--- src/rtl/vga_timing_pkg.sv ---
`default_nettype none
// ============================================================================
// Module   : vga_timing_pkg
// Brief    : Default 640x480@60 raster constants and shared decode helper.
// Revision : 1.0 - initial release
// ============================================================================
package vga_timing_pkg;

    localparam int c_coord_w   = 10;
    localparam int c_max_total = 1 << c_coord_w;

    localparam int c_h_active  = 640;
    localparam int c_h_fp      = 16;
    localparam int c_h_sync    = 96;
    localparam int c_h_bp      = 48;
    localparam int c_h_total   = c_h_active + c_h_fp + c_h_sync + c_h_bp;

    localparam int c_v_active  = 480;
    localparam int c_v_fp      = 10;
    localparam int c_v_sync    = 2;
    localparam int c_v_bp      = 33;
    localparam int c_v_total   = c_v_active + c_v_fp + c_v_sync + c_v_bp;

    localparam bit c_sync_pol  = 1'b0;

    // One extra bit so a window ending exactly at 1024 does not truncate to 0.
    function automatic logic in_window(
        input logic [c_coord_w:0] pos,
        input logic [c_coord_w:0] lo,
        input logic [c_coord_w:0] hi
    );
        return (pos >= lo) && (pos < hi);
    endfunction

endpackage
`default_nettype wire

--- src/rtl/vga_wrap_counter.sv ---
`default_nettype none
// ============================================================================
// Module   : vga_wrap_counter
// Brief    : Modulo-MAX counter advancing on inc, with a wrap flag.
// Revision : 1.0 - initial release
// ============================================================================
module vga_wrap_counter
#(
    parameter int MAX   = 800,
    parameter int WIDTH = 10
) (
    input  logic             clk_25M,
    input  logic             rst,
    input  logic             inc,
    output logic [WIDTH-1:0] count,
    output logic             wrap
);

    localparam logic [WIDTH-1:0] c_last = WIDTH'(MAX - 1);

    logic [WIDTH-1:0] r_count;

    // wrap is combinational so the next counter stage sees it on the same edge
    assign wrap  = inc && (r_count == c_last);
    assign count = r_count;

    always_ff @(posedge clk_25M or posedge rst) begin
        if (rst) begin
            r_count <= '0;
        end else if (inc) begin
            r_count <= wrap ? '0 : r_count + 1'b1;
        end
    end

endmodule
`default_nettype wire

--- src/rtl/vga_sync_gen.sv ---
`default_nettype none
// ============================================================================
// Module   : vga_sync_gen
// Brief    : Raster timing generator: syncs, active-video, coordinates, strobes.
// Revision : 1.0 - initial release
// ============================================================================
module vga_sync_gen
    import vga_timing_pkg::*;
#(
    parameter int H_ACTIVE = c_h_active,
    parameter int H_FP     = c_h_fp,
    parameter int H_SYNC   = c_h_sync,
    parameter int H_BP     = c_h_bp,
    parameter int V_ACTIVE = c_v_active,
    parameter int V_FP     = c_v_fp,
    parameter int V_SYNC   = c_v_sync,
    parameter int V_BP     = c_v_bp,
    parameter bit SYNC_POL = c_sync_pol
) (
    input  logic                 clk_25M,
    input  logic                 rst,
    output logic                 hsync,
    output logic                 vsync,
    output logic                 video_on,
    output logic [c_coord_w-1:0] pixel_x,
    output logic [c_coord_w-1:0] pixel_y,
    output logic                 line_start,
    output logic                 frame_start
);

    localparam int c_cw1         = c_coord_w + 1;
    localparam int c_line_len    = H_ACTIVE + H_FP + H_SYNC + H_BP;
    localparam int c_frame_lines = V_ACTIVE + V_FP + V_SYNC + V_BP;

    localparam logic [c_coord_w:0] c_h_act_lim  = c_cw1'(H_ACTIVE);
    localparam logic [c_coord_w:0] c_h_sync_lo  = c_cw1'(H_ACTIVE + H_FP);
    localparam logic [c_coord_w:0] c_h_sync_hi  = c_cw1'(H_ACTIVE + H_FP + H_SYNC);
    localparam logic [c_coord_w:0] c_v_act_lim  = c_cw1'(V_ACTIVE);
    localparam logic [c_coord_w:0] c_v_sync_lo  = c_cw1'(V_ACTIVE + V_FP);
    localparam logic [c_coord_w:0] c_v_sync_hi  = c_cw1'(V_ACTIVE + V_FP + V_SYNC);

    if (c_line_len > c_max_total) begin : g_h_total_check
        $fatal(1, "vga_sync_gen: H_TOTAL exceeds counter range");
    end
    if (c_frame_lines > c_max_total) begin : g_v_total_check
        $fatal(1, "vga_sync_gen: V_TOTAL exceeds counter range");
    end

    logic [c_coord_w-1:0] w_h_cnt;
    logic [c_coord_w-1:0] w_v_cnt;
    logic                 w_h_wrap;
    logic                 w_v_wrap_unused;

    vga_wrap_counter #(
        .MAX   (c_line_len),
        .WIDTH (c_coord_w)
    ) u_h_cnt (
        .clk_25M (clk_25M),
        .rst     (rst),
        .inc     (1'b1),
        .count   (w_h_cnt),
        .wrap    (w_h_wrap)
    );

    vga_wrap_counter #(
        .MAX   (c_frame_lines),
        .WIDTH (c_coord_w)
    ) u_v_cnt (
        .clk_25M (clk_25M),
        .rst     (rst),
        .inc     (w_h_wrap),
        .count   (w_v_cnt),
        .wrap    (w_v_wrap_unused)
    );

    logic [c_coord_w:0] w_h_ext;
    logic [c_coord_w:0] w_v_ext;
    logic               w_video_on;
    logic               w_hsync_act;
    logic               w_vsync_act;
    logic               w_line_start;
    logic               w_frame_start;

    assign w_h_ext       = {1'b0, w_h_cnt};
    assign w_v_ext       = {1'b0, w_v_cnt};
    assign w_video_on    = (w_h_ext < c_h_act_lim) && (w_v_ext < c_v_act_lim);
    assign w_hsync_act   = in_window(w_h_ext, c_h_sync_lo, c_h_sync_hi);
    assign w_vsync_act   = in_window(w_v_ext, c_v_sync_lo, c_v_sync_hi);
    assign w_line_start  = (w_h_cnt == '0);
    assign w_frame_start = w_line_start && (w_v_cnt == '0);

    logic                 r_hsync;
    logic                 r_vsync;
    logic                 r_video_on;
    logic [c_coord_w-1:0] r_pixel_x;
    logic [c_coord_w-1:0] r_pixel_y;
    logic                 r_line_start;
    logic                 r_frame_start;

    // Outputs are the decode of the counters one edge earlier, all aligned.
    always_ff @(posedge clk_25M or posedge rst) begin
        if (rst) begin
            r_hsync       <= ~SYNC_POL;
            r_vsync       <= ~SYNC_POL;
            r_video_on    <= 1'b0;
            r_pixel_x     <= '0;
            r_pixel_y     <= '0;
            r_line_start  <= 1'b0;
            r_frame_start <= 1'b0;
        end else begin
            r_hsync       <= w_hsync_act ? SYNC_POL : ~SYNC_POL;
            r_vsync       <= w_vsync_act ? SYNC_POL : ~SYNC_POL;
            r_video_on    <= w_video_on;
            r_pixel_x     <= w_h_cnt;
            r_pixel_y     <= w_v_cnt;
            r_line_start  <= w_line_start;
            r_frame_start <= w_frame_start;
        end
    end

    assign hsync       = r_hsync;
    assign vsync       = r_vsync;
    assign video_on    = r_video_on;
    assign pixel_x     = r_pixel_x;
    assign pixel_y     = r_pixel_y;
    assign line_start  = r_line_start;
    assign frame_start = r_frame_start;

endmodule
`default_nettype wire
--- config.mk ---
export PLATFORM = sky130hd
export DESIGN_NAME = vga_sync_gen
export DESIGN_NICKNAME = d
export VERILOG_FILES = /design/src/rtl/vga_timing_pkg.sv /design/src/rtl/vga_wrap_counter.sv /design/src/rtl/vga_sync_gen.sv
export SDC_FILE = /design/constraint.sdc
export NUM_CORES = 1
export LEC_CHECK = 0
export CAP_MARGIN = 20
export CORE_MARGIN = 1.5
export CORE_UTILIZATION = 52
export CTS_CLUSTER_DIAMETER = 60
export DETAILED_ROUTE_END_ITERATION = 8
export PLACE_DENSITY_LB_ADDON = 0.12
export RECOVER_POWER = 100
export SLEW_MARGIN = 20
export SYNTH_ARGS = -nofsm -noshare
export SYNTH_HDL_FRONTEND = slang
export SYNTH_SLANG_ARGS = --single-unit
export TNS_END_PERCENT = 20
--- constraint.sdc ---
create_clock -name clk_25M -period 2.4 [get_ports clk_25M]
set_input_delay 0.24 -clock clk_25M [delete_from_list [all_inputs] [get_ports clk_25M]]
set_output_delay 0.24 -clock clk_25M [all_outputs]
set_load 0.02 [all_outputs]
==> results.json <==
{
  "postRouteAntennaNets": 0,
  "maxSlewViolCount": 0,
  "cp-startpoint": "u_h_cnt.count[0]$_DFF_PP0_",
  "cts_setup_buffers": 0,
  "hold_class": "flip-flop to flip-flop",
  "end_kind": "flip-flop",
  "setup_ws_ns": 0.400,
  "syn_nets": 146,
  "tightest_slew_ns": 1.04,
  "max_freq_mhz": 500,
  "antenna_found_initial": 0,
  "layout-drive-gt1-share": 0.0983,
  "synth_top_family_by_area": "simple AND/OR/NAND/NOR gates",
  "grt_first_pass_wirelength_um": 4960,
  "synth_compound_area_frac": 0.0420,
  "post-synth-top-area-cell": "dfrtp_1",
  "crit_path_max_incr_delay_ns": 0.59,
  "hold_violations": 0,
  "ys_warn_count": 0,
  "rows": 20,
  "die_area_um2": 3740,
  "via_count": 1154,
  "crit_arrival_ns": 2.25,
  "grt-ovfl-total": 0,
  "synth_common_cells": "dfrtp_1 (43), nand3_1 (13), nor2_1 (10), inv_1 (8), o21ai_0 (7)",
  "first_pass_iters": 5,
  "cts_tree": "yes",
  "drtIter0Drc": 61,
  "synth_top_area_share": 0.612,
  "portBuffers": 26,
  "async_flop_share": 1.00,
  "yosysMostFrequentCell": "dfrtp_1",
  "yosysUniqueCellTypes": 38,
  "root_buffer": "clkbuf_4",
  "synth_adder_area_share": 0.0284,
  "drt-wirelength-per-cell_um": 13.9,
  "finClkSkew_ns": 0.0107,
  "pwr_density_cell_nw_per_um2": 584,
  "cp-endpoint": "u_v_cnt.count[6]$_DFFE_PP0N_",
  "ys_seq_area_frac": 0.642,
  "initial_core_util": 0.562,
  "rsz0062_at_grt": "false",
  "whs_ns": 0.470,
  "relSlewSlack": 0.309,
  "syn2layout_area_growth_pct": 21.8,
  "r2r_slack_ns": 0.40,
  "layout.nets": 178,
  "synth_area_per_cell_um2": 12.6,
  "die_width_um": 61.2,
  "cp-start-kind": "flip-flop",
  "vdd.ir_drop.worst_mv": 0.403,
  "postCtsHoldBufs": 0,
  "synth_ff_type": "dfrtp_1",
  "worst-r2r-cell-count": 5,
  "ios": 27,
  "htreeDepth": 2,
  "cp_max_fo": 9,
  "core_area_um2": 3130,
  "placed_cells": 209,
  "rr_endpoint": "u_v_cnt.count[6]$_DFFE_PP0N_",
  "final_cells": 217,
  "finalSetupViolations": 0,
  "chipHeight_um": 61.2,
  "path_cells": "ha_1, and3_1, nand4_4, or4_1, xnor2_2",
  "cts_buffers": 5,
  "place.gp.congestion": 0.886,
  "status": "finished clean",
  "period_share": 0.833,
  "cts_resized": 0,
  "synth_xor_area_frac": 0.0541,
  "route.detailed.drc": 0,
  "dpl_worst_slack_ns": 0.475,
  "grt_max_degree": 46,
  "grt_util_all_layers": 0.193,
  "timing.rr.start": "u_h_cnt.count[0]$_DFF_PP0_",
  "clk_latency_ns": 0.36,
  "synthMuxAreaShare": 0,
  "clockBufferDepth": 2,
  "grt_pass1_vias": 1026,
  "synth_area_um2": 1760,
  "max-cap-violations": 0,
  "ys_ff_latch": 45,
  "synth-simple-area-share": 0.208,
  "power_leakage_nw": 1.03,
  "viasPerCell": 5.32,
  "path_clk_slew_ns": 0.12,
  "synth_area_leaders": "dfrtp_1 (61%), nand3_1 (3.7%), dfstp_2 (3.0%)",
  "syn_inst": 140,
  "routed_wl_um": 3020,
  "path_class": "flip-flop to flip-flop",
  "n_antenna_cell": 0,
  "clock-sinks": 45,
  "tns_ns": 0,
  "fin_crit_ns": 2.00,
  "synth-edff-count": 0,
  "crit_path_top_delay_cell": "or4_1",
  "worstPathRequired_ns": 2.65,
  "dp_hpwl_um": 2070
}
## state kept, by name (all words and copies together) (netlist names)
| register | cells |
|---|---|
| pixel_x | 10 |
| u_h_cnt.count | 10 |
| line_start | 1 |
| video_on | 1 |
| vsync | 1 |
| hsync | 1 |
| frame_start | 1 |
| u_v_cnt.count | 10 |
| pixel_y | 10 |
## cell usage in the layout, fill, tap and decap left out, types with 2 or more instances in the layout
cell type | Yosys | routed
dfrtp_1 | 43 | 43
clkbuf_4 | 0 | 5
and4_1 | 1 | 2
nand2_1 | 6 | 6
nor2_1 | 10 | 10
nor4_1 | 3 | 3
o21ai_0 | 7 | 7
xor2_1 | 4 | 4
xnor2_1 | 5 | 5
nand3_1 | 13 | 13
dlygate4sd3_1 | 0 | 26
and3_1 | 1 | 2
dfstp_2 | 2 | 2
nand4_1 | 6 | 6
or3_2 | 2 | 2
or4_1 | 1 | 2
inv_1 | 8 | 8
a21oi_1 | 3 | 3
ha_1 | 4 | 4
## through the flow
step	total power, mW	util	instance area (µm²)
after floorplan	0.784	-	1760
after CTS	1.27	0.688	2150
after global placement	0.790	0.660	2070
after global routing	1.30	0.685	2140
final	1.25	0.685	2140
after detailed placement	0.790	0.660	2070
## worst min-delay path by stage
stage	from	endpoint	cells after the start
finish	u_h_cnt.count[1]$_DFF_PP0_	pixel_x[1]$_DFF_PP0_	0
global route	u_h_cnt.count[1]$_DFF_PP0_	pixel_x[1]$_DFF_PP0_	0
CTS	rst	pixel_x[8]$_DFF_PP0_	3
detailed placement	u_h_cnt.count[1]$_DFF_PP0_	pixel_x[1]$_DFF_PP0_	0
global placement	u_h_cnt.count[1]$_DFF_PP0_	pixel_x[1]$_DFF_PP0_	0
floorplan	u_h_cnt.count[5]$_DFF_PP0_	pixel_x[5]$_DFF_PP0_	0
## layer usage
layer | vias to the layer above | GRT usage | part of all wire
li1 | 555 | - | -
met1 | 548 | 0.267 | 0.45
met2 | 44 | 0.266 | 0.45
met3 | 7 | 0.0588 | 0.065
met4 | 0 | 0.115 | 0.027
met5 | - | 0 | 0
## power breakdown
part           internal (mW)  leakage (nW)  switching [mW]
clock network          0.249        0.0455           0.228
logic                0.00169         0.395          0.0136
registers              0.758         0.593               0
total                   1.01          1.03           0.241
## cell type report
cell class                      instances  area, µm²
Clock buffer                            7       55.1
Clock inverter                          1       30.0
Multi-Input combinational cell         85        578
Tap cell                               44       55.1
Sequential cell                        45       1130
Inverter                                8       30.0
Fill cell                             231        986
Timing Repair Buffer                   27        265
## kinds of logic (layout without fill, tap and decap cells)
| logic type | after synthesis | in the layout |
|---|---|---|
| adder cells (fa/ha/maj) | 4 | 4 |
| buffers and inverters | 10 | 43 |
| AO/OA/AOI/OAI | 13 | 13 |
| AND/OR/NAND/NOR | 58 | 58 |
| flip-flops | 45 | 45 |
| XOR/XNOR | 10 | 10 |
## critical path: cells and delay by family (launching register included)
family | cells | cell delay, ns
xor+xnor | 1 | 0.15
fa+ha+maj | 1 | 0.24
flops | 1 | 0.45
simple gates | 3 | 1.06
No activity file was read; power rests on OpenSTA's default activity.
